$ cat src/rtl/layer_sequencer.sv
// layer_sequencer -- drives an external MAC unit through one fully-connected
// layer. For each neuron it clears the accumulator and streams NUM_INPUTS
// activation/weight products into it. It then flushes the MAC pipeline with
// DRAIN_CYCLES zero-operand enables, and presents the clamped/ReLU'd result
// on a valid/ready port.
//
// Optional feature: define LAYER_SEQUENCER_BIAS_EN to add a bias_data input.
// The bias is accumulated as bias_data*1 in one extra cycle between CLEAR and
// FEED, which makes each neuron one cycle longer.
//
// Ports
//   clk, reset        clock (rising edge), asynchronous active-high reset
//   start             layer start request, sampled only in IDLE
//   busy, done        busy = not IDLE; done = one-cycle pulse after last result
//   act_addr/wgt_addr read addresses for the activation and weight memories
//   act_data/wgt_data read data, valid the cycle after the address
//   mac_a/mac_b       MAC operands (zero when mac_enable is low)
//   mac_enable        MAC accumulate strobe
//   mac_clear         MAC accumulator clear pulse
//   mac_out           clamped, ReLU'd MAC result
//   result_*          result_valid/result_ready handshake, with result_data
//                     and result_index (the neuron number)
//   bias_data         (LAYER_SEQUENCER_BIAS_EN only) bias of the current neuron
module layer_sequencer #(
  parameter int WIDTH        = 8,
  parameter int NUM_INPUTS   = 3,
  parameter int NUM_OUTPUTS  = 4,
  parameter int DRAIN_CYCLES = 2,
  localparam int AW = (NUM_INPUTS > 1) ? $clog2(NUM_INPUTS) : 1,
  localparam int WW = (NUM_INPUTS*NUM_OUTPUTS > 1) ? $clog2(NUM_INPUTS*NUM_OUTPUTS) : 1,
  localparam int IW = (NUM_OUTPUTS > 1) ? $clog2(NUM_OUTPUTS) : 1
) (
  input  logic                    clk,
  input  logic                    reset,
  input  logic                    start,
  output logic                    busy,
  output logic                    done,
  output logic [AW-1:0]           act_addr,
  output logic [WW-1:0]           wgt_addr,
  input  logic signed [WIDTH-1:0] act_data,
  input  logic signed [WIDTH-1:0] wgt_data,
`ifdef LAYER_SEQUENCER_BIAS_EN
  input  logic signed [WIDTH-1:0] bias_data,
`endif
  output logic signed [WIDTH-1:0] mac_a,
  output logic signed [WIDTH-1:0] mac_b,
  output logic                    mac_enable,
  output logic                    mac_clear,
  input  logic signed [WIDTH-1:0] mac_out,
  output logic                    result_valid,
  input  logic                    result_ready,
  output logic signed [WIDTH-1:0] result_data,
  output logic [IW-1:0]           result_index
);

  typedef enum logic [2:0] {
    IDLE,
    CLEAR,
`ifdef LAYER_SEQUENCER_BIAS_EN
    BIAS,
`endif
    FEED,
    DRAIN,
    EMIT
  } state_t;

  state_t          state, state_d;
  logic [7:0]      cnt;        // FEED cycle index 0..NUM_INPUTS
  logic [2:0]      drain_cnt;
  logic [IW-1:0]   neuron;
  logic [WW-1:0]   wgt_base;   // neuron*NUM_INPUTS, kept incrementally

  logic last_feed, last_addr, last_drain, last_neuron, handshake;

  // FEED cycle 0 only issues address 0. Cycles 1..NUM_INPUTS consume the data
  // returned for the previous address, so FEED lasts NUM_INPUTS+1 cycles.
  assign last_feed   = (cnt == 8'(NUM_INPUTS));
  assign last_addr   = (cnt >= 8'(NUM_INPUTS - 1));
  assign last_drain  = (drain_cnt == 3'(DRAIN_CYCLES - 1));
  assign last_neuron = (neuron == IW'(NUM_OUTPUTS - 1));
  assign handshake   = result_valid & result_ready;
  assign busy        = (state != IDLE);

  // Next state and MAC strobes. The operands are forced to zero whenever no
  // enable is issued.
  always_comb begin
    state_d    = state;
    mac_enable = 1'b0;
    mac_clear  = 1'b0;
    mac_a      = '0;
    mac_b      = '0;
    case (state)
      IDLE:  if (start) state_d = CLEAR;
      CLEAR: begin
        mac_clear = 1'b1;
`ifdef LAYER_SEQUENCER_BIAS_EN
        state_d   = BIAS;
`else
        state_d   = FEED;
`endif
      end
`ifdef LAYER_SEQUENCER_BIAS_EN
      BIAS: begin
        mac_enable = 1'b1;
        mac_a      = bias_data;
        mac_b      = WIDTH'(1);
        state_d    = FEED;
      end
`endif
      FEED: begin
        if (cnt != 8'd0) begin
          mac_enable = 1'b1;
          mac_a      = act_data;
          mac_b      = wgt_data;
        end
        if (last_feed) state_d = DRAIN;
      end
      DRAIN: begin
        mac_enable = 1'b1;
        if (last_drain) state_d = EMIT;
      end
      EMIT: if (handshake) state_d = last_neuron ? IDLE : CLEAR;
      default: state_d = IDLE;
    endcase
  end

  always_ff @(posedge clk or posedge reset) begin
    if (reset) begin
      state <= IDLE;
    end else begin
      state <= state_d;
    end
  end

  // Counters, address generation and the result register.
  always_ff @(posedge clk or posedge reset) begin
    if (reset) begin
      cnt          <= '0;
      drain_cnt    <= '0;
      neuron       <= '0;
      wgt_base     <= '0;
      act_addr     <= '0;
      wgt_addr     <= '0;
      done         <= 1'b0;
      result_valid <= 1'b0;
      result_data  <= '0;
      result_index <= '0;
    end else begin
      done <= 1'b0;
      case (state)
        IDLE: if (start) begin
          neuron   <= '0;
          wgt_base <= '0;
        end
        CLEAR: begin
          // Address 0 of this neuron is issued from here. It stays on the bus
          // through the bias cycle, when that cycle is present.
          cnt       <= '0;
          drain_cnt <= '0;
          act_addr  <= '0;
          wgt_addr  <= wgt_base;
        end
        FEED: if (!last_feed) begin
          cnt <= cnt + 8'd1;
          if (!last_addr) begin
            act_addr <= act_addr + 1'b1;
            wgt_addr <= wgt_addr + 1'b1;
          end
        end
        DRAIN: begin
          drain_cnt <= drain_cnt + 3'd1;
          if (last_drain) begin
            result_valid <= 1'b1;
            result_data  <= mac_out;
            result_index <= neuron;
          end
        end
        EMIT: if (handshake) begin
          result_valid <= 1'b0;
          if (last_neuron) begin
            done <= 1'b1;
          end else begin
            neuron   <= neuron + 1'b1;
            wgt_base <= wgt_base + WW'(NUM_INPUTS);
          end
        end
        default: ;
      endcase
    end
  end

endmodule

$ cat config.mk
export PLATFORM = sky130hd
export DESIGN_NAME = layer_sequencer
export DESIGN_NICKNAME = d
export VERILOG_FILES = /design/src/rtl/layer_sequencer.sv
export SDC_FILE = /design/constraint.sdc
export NUM_CORES = 1
export LEC_CHECK = 0
export ABC_AREA = 1
export CAP_MARGIN = 20
export CORE_MARGIN = 1.5
export CORE_UTILIZATION = 48
export DETAILED_ROUTE_END_ITERATION = 6
export GPL_TIMING_DRIVEN = 0
export PLACE_DENSITY = 0.86
export SLEW_MARGIN = 5
export SYNTH_ARGS = -nofsm -noshare
export SYNTH_HDL_FRONTEND = slang
export SYNTH_SLANG_ARGS = --single-unit
$ cat constraint.sdc
create_clock -name clk -period 1.75 [get_ports clk]
set_clock_uncertainty 0.1 [all_clocks]
set_input_delay 0.35 -clock clk [delete_from_list [all_inputs] [get_ports clk]]
set_output_delay 0.35 -clock clk [all_outputs]
set_load 0.05 [all_outputs]
==> flow_summary.toml, run 1 <==
[run_status]
outcome = "finished, violations left"
violations = "design-rule violations, negative setup slack"

[worst_setup_path]
reg2reg_to = "wgt_addr[1]$_DFFE_PP0P_"
crit_fanout = 5
startpoint_type = "flop"
ff2ff_path_depth = 8
crit_type = "flop to primary output"
cp-endpoint = "mac_enable"
cp.required_ps = 1300
rrSetupSlack_ps = 150
worstReg2RegStart = "cnt[0]$_DFFE_PP0P_"
crit_start = "cnt[0]$_DFFE_PP0P_"
cp_data_arrival_time_ps = 1630
endpoint_kind = "primary output"

[floorplan]
top_level_ports = 65
die_y_microns = 71.6
initial_core_util = 0.508
row_count = 24
design.die.area_sq_mm = 0.00512
die-width_microns = 71.6
core_sq_mm = 0.00444

[synth]
async_flop_share = 1.00
synthTopCellsByCount = "nand2_1 (71), inv_1 (50), dfrtp_1 (38)"
syn_area_sq_mm = 0.00226
synthCells = 291
synth_edf_count = 0
ys_warn_count = 0
synth_ff_type = "dfrtp_1"
ys_seq_area_frac = 0.421
synth.most_common_cell = "nand2_1"
yosys.area.top_type = "dfrtp_1"
synth_cell_type_count = 29
synth_area_per_cell_sq_um = 7.76
synth_seq_cells = 38
synth_nets = 327
ys_top_cells_by_area = "dfrtp_1 (42%), nand2_1 (12%), inv_1 (8.3%)"
synth_top_area_share = 0.421

[sta]
slew_viol_final = 0
min_period_ps = 2080
post-route-period-util = 1.19
setup_viol = 18
fin_setup_tns_ps = -5440
max_freq_ghz = 0.482
rsz0062_at_grt = "yes"
hold_violations = 0
tightestPinTransition_ps = 787
slew_headroom = 0.475
holdWs_ps = 381
setup_ws_ps = -326

[routing]
postRouteAntennaNets = 0
routed_via_density = 5.11
post-route-drc-count = 9
routed_wl_mm = 5.96
vias = 2222
first_pass_iters = 6
drt_iter0_drc = 126
wire_per_inst_microns = 13.7

[global_route]
antenna_found_initial = 0
grt_pass1_wl_mm = 9.45
grt.overflow.total = 0
grt_pass1_vias = 2189
grt_max_degree = 39
grt_usage = 0.233

[clock_tree]
hold_buffers = 0
cts_inserted_buffers = 5
clk_latency_ps = 290
cts_root_buf = "clkbuf_8"
cts_tree = "built"
cts.clk_slew.worst_paths_ps = 80
ctsLongestPathBuffers = 2
htree_num_levels = 2
clock-sinks = 38

[layout]
areaGrowthSynthToFinish_pct = 53.3
final_nets = 419
drive_gt1_frac = 0.316
final_util = 0.778
stdcell_area_sq_mm = 0.00346
final_cells = 435
diodes = 0

[placement]
dp.cells = 407
place.gp.congestion = 0.840
hpwl_mm = 3.74
place_area_sq_mm = 0.00309
place_worst_setup_slack_ps = -807
io_buffers = 64

[hold_path]
hold_path.class = "flop to flop"

[power_and_ir_drop]
power_leakage_nw = 1.72
powerDensity_mw_per_mm2 = 1490
ir_drop_v = 0.00108
finalPower_mw = 5.16

[run]
max-cap-violations = 0
[registers in the layout, summed over array words and instances, names as in the netlist, 3 cells and up]
signal	cells
drain_cnt	3
wgt_addr	4
state	3
cnt	8
wgt_base	4
result_data	8
[final cells by class]
cell class              count  area [sq um]
fillers                   301           985
well taps                  52          65.1
clock buffers               5          68.8
plain buffers               4          53.8
flip-flops and latches     38           958
inverters                  55           209
clock inverters             2          10.0
multi-input cells         194          1260
repair buffers             85           835
[report_power, final]
group          internal (mW)  switching, mW  leakage, nW
Sequential              1.11          0.196        0.494
Clock                  0.268          0.315       0.0438
Combinational           1.18           2.10         1.18
[worst min-delay path by stage]
stage                                  end                   startpoint  depth (start not counted)  slack [ps]
5_1_grt        result_index[1]$_DFFE_PP0P_  result_index[1]$_DFFE_PP0P_                          2         410
2_1_floorplan        neuron[0]$_DFFE_PP0P_        neuron[0]$_DFFE_PP0P_                          1         370
3_3_place_gp    result_data[7]$_DFFE_PP0P_   result_data[7]$_DFFE_PP0P_                          2         370
6_report       result_index[1]$_DFFE_PP0P_  result_index[1]$_DFFE_PP0P_                          2         380
4_1_cts         result_data[0]$_DFFE_PP0P_   result_data[0]$_DFFE_PP0P_                          2         380
3_5_place_dp    result_data[0]$_DFFE_PP0P_   result_data[0]$_DFFE_PP0P_                          2         370
[what timing repair did]
item	4_1_cts	5_1_grt
gates cloned	1	0
setup buffers	11	10
setup endpoints to repair	37	32
gates resized for setup	164	22
pin swaps	5	11
[cell usage in the layout (no fill, tap or decap), types with 2 or more instances in the layout]
cell type	count
nand2_1	66
inv_1	47
dfrtp_1	32
clkdlybuf4s50_1	27
nand3_1	26
nor2_4	19
buf_4	19
buf_6	17
dlygate4sd2_1	17
o21ai_2	11
o21ai_0	9
nor2_1	9
nand2_2	8
inv_2	7
o21ai_1	7
ha_1	6
dfrtp_2	6
clkbuf_8	5
xnor2_1	4
buf_8	4
nand2_4	3
nor2_2	3
nor3_1	3
nand4_1	3
buf_12	3
nand3_2	2
or2_2	2
o22ai_1	2
o21ai_4	2
clkinv_2	2
[kinds of logic after synthesis]
kind of cell / count (synthesis) / share of synthesized area
compound gates: 35 / 0.111
xor+xnor: 4 / 0.0155
fa+ha+maj: 8 / 0.0443
buf+inv: 59 / 0.111
flops: 38 / 0.421
simple gates: 147 / 0.297
[worst max-delay path, stage by stage (launching register included)]
cell and delay, ps:
dfrtp_2 420, inv_2 80, ha_4 130, nand2_2 70, o21ai_4 250, buf_12 180, nand2_8 50, buf_8 150
[layer usage]
metal / vias up / share of wire / routed length [microns] / GRT usage
met3: 7 / 0.058 / 346 / 0.0577
met5: - / 0 / 0 / 0
met1: 1071 / 0.40 / 2400 / 0.259
met4: 0 / 0.013 / 78 / 0.0818
met2: 60 / 0.53 / 3130 / 0.431
li1: 1084 / - / - / -
Power figures use the tool's default switching activity.
==> run 2, diff against run 1 <==
- MAX_ROUTING_LAYER: unset -> met4
==> run 2 against run 1 <==
  * The flow still finishes with violations (design-rule violations, negative setup slack)
  * Die area is the same
  * Wire length up 0.15%
  * Fmax hardly changed
  * Global-route usage grew 0.68 points
  * Setup slack worse by 0.57 ps
  * Sequential share of layout area is the same
  * Largest cell class unchanged
  * Sequential power is essentially flat
  * Clock power down 0.7%
  * Combinational power about the same
  * Total power about the same
  * First-iteration DRC count increased by 7.1%
==> flow_summary.toml, run 2 (synthesis results as in run 1) <==
[clock_tree]
htree_num_levels = 2
clk_latency_ps = 300
cts_inserted_buffers = 5
hold_buffers = 0
clock-sinks = 38
cts_tree = "built"
ctsLongestPathBuffers = 2
cts.clk_slew.worst_paths_ps = 80
cts_root_buf = "clkbuf_8"

[power_and_ir_drop]
ir_drop_v = 0.00108
powerDensity_mw_per_mm2 = 1490
power_leakage_nw = 1.72
finalPower_mw = 5.16

[layout]
multiInputGateArea_sq_mm = 0.00126
diodes = 0
final-seq-area_sq_um = 958
layout_commonest_cell = "nand2_1"
areaGrowthSynthToFinish_pct = 53.3
fillers = 301
final_cells = 435
drive_gt1_frac = 0.316
reg_top3 = "cnt: 8 flops, result_data: 8 flops"
stdcell_area_sq_mm = 0.00346
final_nets = 419
final_cell_mix = "nand2_1 (66), inv_1 (47), dfrtp_1 (32), clkdlybuf4s50_1 (27), nand3_1 (26)"
final_util = 0.778

[sta]
post-route-period-util = 1.19
setup_ws_ps = -327
holdWs_ps = 381
tightestPinTransition_ps = 785
slew_viol_final = 0
max_freq_ghz = 0.481
hold_violations = 0
rsz0062_at_grt = "yes"
setup_viol = 18
slew_headroom = 0.476
min_period_ps = 2080
fin_setup_tns_ps = -5450

[placement]
hpwl_mm = 3.74
place_area_sq_mm = 0.00309
place.gp.congestion = 0.854
io_buffers = 64
place_worst_setup_slack_ps = -807
dp.cells = 407

[worst_setup_path]
startpoint_type = "flop"
endpoint_kind = "primary output"
crit_fanout = 5
crit_type = "flop to primary output"
cp_data_arrival_time_ps = 1630
cp.required_ps = 1300

[floorplan]
initial_core_util = 0.508
design.die.area_sq_mm = 0.00512
top_level_ports = 65
die_y_microns = 71.6
die-width_microns = 71.6
row_count = 24
core_sq_mm = 0.00444

[hold_path]
hold_path.class = "flop to flop"

[global_route]
grt_pass1_wl_mm = 9.43
grt_max_degree = 39
grtUsageMet3 = 0.0577
antenna_found_initial = 0
grt.busiest_layer = "met2"
grt.overflow.total = 0
grt_pass1_vias = 2190
groute.layer.met1.usage = 0.257
use_met2 = 0.432
grt_usage = 0.240

[routing]
wire_per_inst_microns = 13.7
first_pass_iters = 6
drt_iter0_drc = 135
vias = 2226
postRouteAntennaNets = 0
routed_via_density = 5.12
routed_wl_mm = 5.97
post-route-drc-count = 9

[run_status]
violations = "design-rule violations, negative setup slack"
outcome = "finished, violations left"

[run]
max-cap-violations = 0
run 2: cell counts in the layout (fill, tap and decap cells not counted):
Identical to the previous run, type by type.
run 2: critical path, cell delays in order (launching register included):
cell	delay, ps
dfrtp_2	420
inv_2	80
ha_4	130
nand2_2	70
o21ai_4	250
buf_12	180
nand2_8	50
buf_8	150
run 2: final cells by class:
class | instances | share of cell area
Multi-Input combinational cell | 194 | 0.364
Sequential cell | 38 | 0.277
Timing Repair Buffer | 85 | 0.241
Inverter | 55 | 0.0604
Clock buffer | 5 | 0.0199
Tap cell | 52 | 0.0188
Buffer | 4 | 0.0156
Clock inverter | 2 | 0.00289
run 2: report_power, final:
part,switching (mW),total (mW),internal [mW],leakage [nW]
clock,0.311,0.578,0.267,0.0438
combinational,2.10,3.28,1.18,1.18
sequential,0.197,1.31,1.11,0.494
total,2.61,5.16,2.55,1.72
run 2: repair_timing:
action | 4_1_cts | 5_1_grt
gates cloned | 1 | 0
resized for setup | 164 | 22
setup endpoints to repair | 37 | 32
pin swaps | 5 | 11
buffers inserted | 11 | 10
run 2: per-layer routing:
metal	routed length (microns)	up-vias
met5	0	-
met1	2360	1069
met2	3140	67
met3	390	7
met4	78	0
li1	-	1083
run 2: worst paths after layout:
path,startpoint,to,slack [ps],cells past startpoint
hold reg to reg,result_index[1]$_DFFE_PP0P_,result_index[1]$_DFFE_PP0P_,380,2
setup reg to reg,cnt[0]$_DFFE_PP0P_,wgt_addr[1]$_DFFE_PP0P_,160,8
hold / removal,result_index[1]$_DFFE_PP0P_,result_index[1]$_DFFE_PP0P_,380,2
min in group asynchronous,reset,cnt[7]$_DFFE_PP0P_,430,2
setup / recovery,cnt[0]$_DFFE_PP0P_,mac_enable,-330,7
max in group asynchronous,reset,cnt[1]$_DFFE_PP0P_,570,2
==> run 3, diff against run 2 <==
- CTS_BUF_LIST: unset -> sky130_fd_sc_hd__clkbuf_16
- GPL_TIMING_DRIVEN: 0 -> unset
==> run 3 against run 2 <==
  * The flow still finishes with violations (design-rule violations, negative setup slack)
  * Non-clock buffer count rose by 9
  * Die area did not move
  * Global-route usage rose by 1.9 points
  * Sequential power rose by 3%
==> flow_summary.toml, run 3 (synthesis results as in run 1) <==
[run_status]
outcome = "finished, violations left"
violations = "design-rule violations, negative setup slack"

[sta]
fin_setup_tns_ps = -3990
post-route-period-util = 1.15
setup_viol = 17
tightestPinTransition_ps = 341
max_freq_ghz = 0.495
hold_violations = 0
setup_ws_ps = -270
rsz0062_at_grt = "yes"
holdWs_ps = 328
slew_headroom = 0.772
min_period_ps = 2020
slew_viol_final = 0

[routing]
post-route-drc-count = 9
postRouteAntennaNets = 0
routed_via_density = 5.12
vias = 2279
wire_per_inst_microns = 14.5
drt_iter0_drc = 164
first_pass_iters = 6
routed_wl_mm = 6.45

[layout]
layout_commonest_cell = "nand2_1"
diodes = 0
final_cell_mix = "nand2_1 (64), inv_1 (47), buf_4 (40), dfrtp_1 (36), clkdlybuf4s50_1 (27)"
areaGrowthSynthToFinish_pct = 64.5
final_cells = 445
drive_gt1_frac = 0.379
final-seq-area_sq_um = 953
final_nets = 428
reg_top3 = "cnt: 8 flops, result_data: 8 flops"
multiInputGateArea_sq_mm = 0.00127
fillers = 244

[floorplan]
initial_core_util = 0.508
row_count = 24
core_sq_mm = 0.00444
top_level_ports = 65
design.die.area_sq_mm = 0.00512
die-width_microns = 71.6
die_y_microns = 71.6

[worst_setup_path]
crit_type = "flop to primary output"
cp.required_ps = 1300
startpoint_type = "flop"
reg2reg_to = "act_addr[0]$_DFFE_PP0P_"
ff2ff_path_depth = 10
worstReg2RegStart = "cnt[0]$_DFFE_PP0P_"
rrSetupSlack_ps = 0
cp_data_arrival_time_ps = 1570
crit_fanout = 5
endpoint_kind = "primary output"

[clock_tree]
cts_root_buf = "clkbuf_16"
htree_num_levels = 2
cts_inserted_buffers = 5
ctsLongestPathBuffers = 2
cts.clk_slew.worst_paths_ps = 60
cts_tree = "built"
clock-sinks = 38
clk_latency_ps = 280

[global_route]
grt.overflow.total = 0
grt_max_degree = 39
antenna_found_initial = 0
grt_pass1_vias = 2239
grt_pass1_wl_mm = 10.1
grt_usage = 0.259

[power_and_ir_drop]
ir_drop_v = 0.00134
powerDensity_mw_per_mm2 = 1620
finalPower_mw = 6.00
power_leakage_nw = 1.81

[placement]
dp.cells = 419
place_worst_setup_slack_ps = 27.7
hpwl_mm = 3.81
io_buffers = 64
place.gp.congestion = 0.855

[hold_path]
hold_path.class = "primary input to asynchronous set/reset pin"

[run]
max-cap-violations = 0
[run 3: stage by stage]
step,utilization,instance area (sq um)
global route,0.835,3710
floorplan,-,2380
finish,0.835,3710
CTS,0.810,3600
global placement,0.717,3190
detailed placement,0.717,3190
[run 3: layout make-up]
type | count | share of cell area
multi-input combinational | 194 | 0.343
timing repair buffer | 98 | 0.274
sequential | 38 | 0.257
inverter | 55 | 0.0570
clock buffer | 5 | 0.0337
tap | 52 | 0.0175
clock inverter | 3 | 0.0172
[run 3: critical path, stage by stage, from the launching register on]
cell,delay [ps]
dfrtp_1,400
inv_2,90
ha_4,140
nand2_4,50
o21ai_4,150
buf_6,140
buf_12,130
nand2_8,50
buf_8,150
[run 3: how the worst max path moves through the flow]
| stage | start | endpoint | slack (ps) | cells past startpoint |
|---|---|---|---|---|
| final | cnt[1]$_DFFE_PP0P_ | mac_enable | -270 | 8 |
| after global routing | cnt[1]$_DFFE_PP0P_ | mac_enable | -320 | 8 |
| after CTS | cnt[1]$_DFFE_PP0P_ | mac_enable | -280 | 8 |
| after detailed placement | cnt[0]$_DFFE_PP0P_ | mac_a[4] | 30 | 7 |
| after global placement | cnt[0]$_DFFE_PP0P_ | mac_enable | 70 | 7 |
| after floorplan | state[2]$_DFFE_PP0P_ | mac_a[5] | -50 | 6 |
[run 3: per-layer routing]
metal  global-route usage  routed length [microns]  vias up
li1                     -                        -     1105
met4               0.0881                      114        0
met3               0.0520                      383       13
met2                0.466                     3510       75
met1                0.285                     2440     1086
met5                    -                        0        -
[run 3: power breakdown]
part / total (mW) / internal (mW) / switching, mW / leakage (nW)
logic: 3.51 / 1.34 / 2.16 / 1.22
clock network: 1.15 / 0.811 / 0.341 / 0.0915
registers: 1.35 / 1.11 / 0.239 / 0.500
[run 3: what timing repair did]
| action | CTS | global route |
|---|---|---|
| resized for setup | 34 | 21 |
| gates cloned | 1 | 0 |
| hold endpoints to repair | 0 | 0 |
| hold buffers | 0 | 0 |
| pin swaps | 4 | 12 |
| setup buffers | 10 | 8 |
| endpoints found under the setup margin | 18 | 30 |
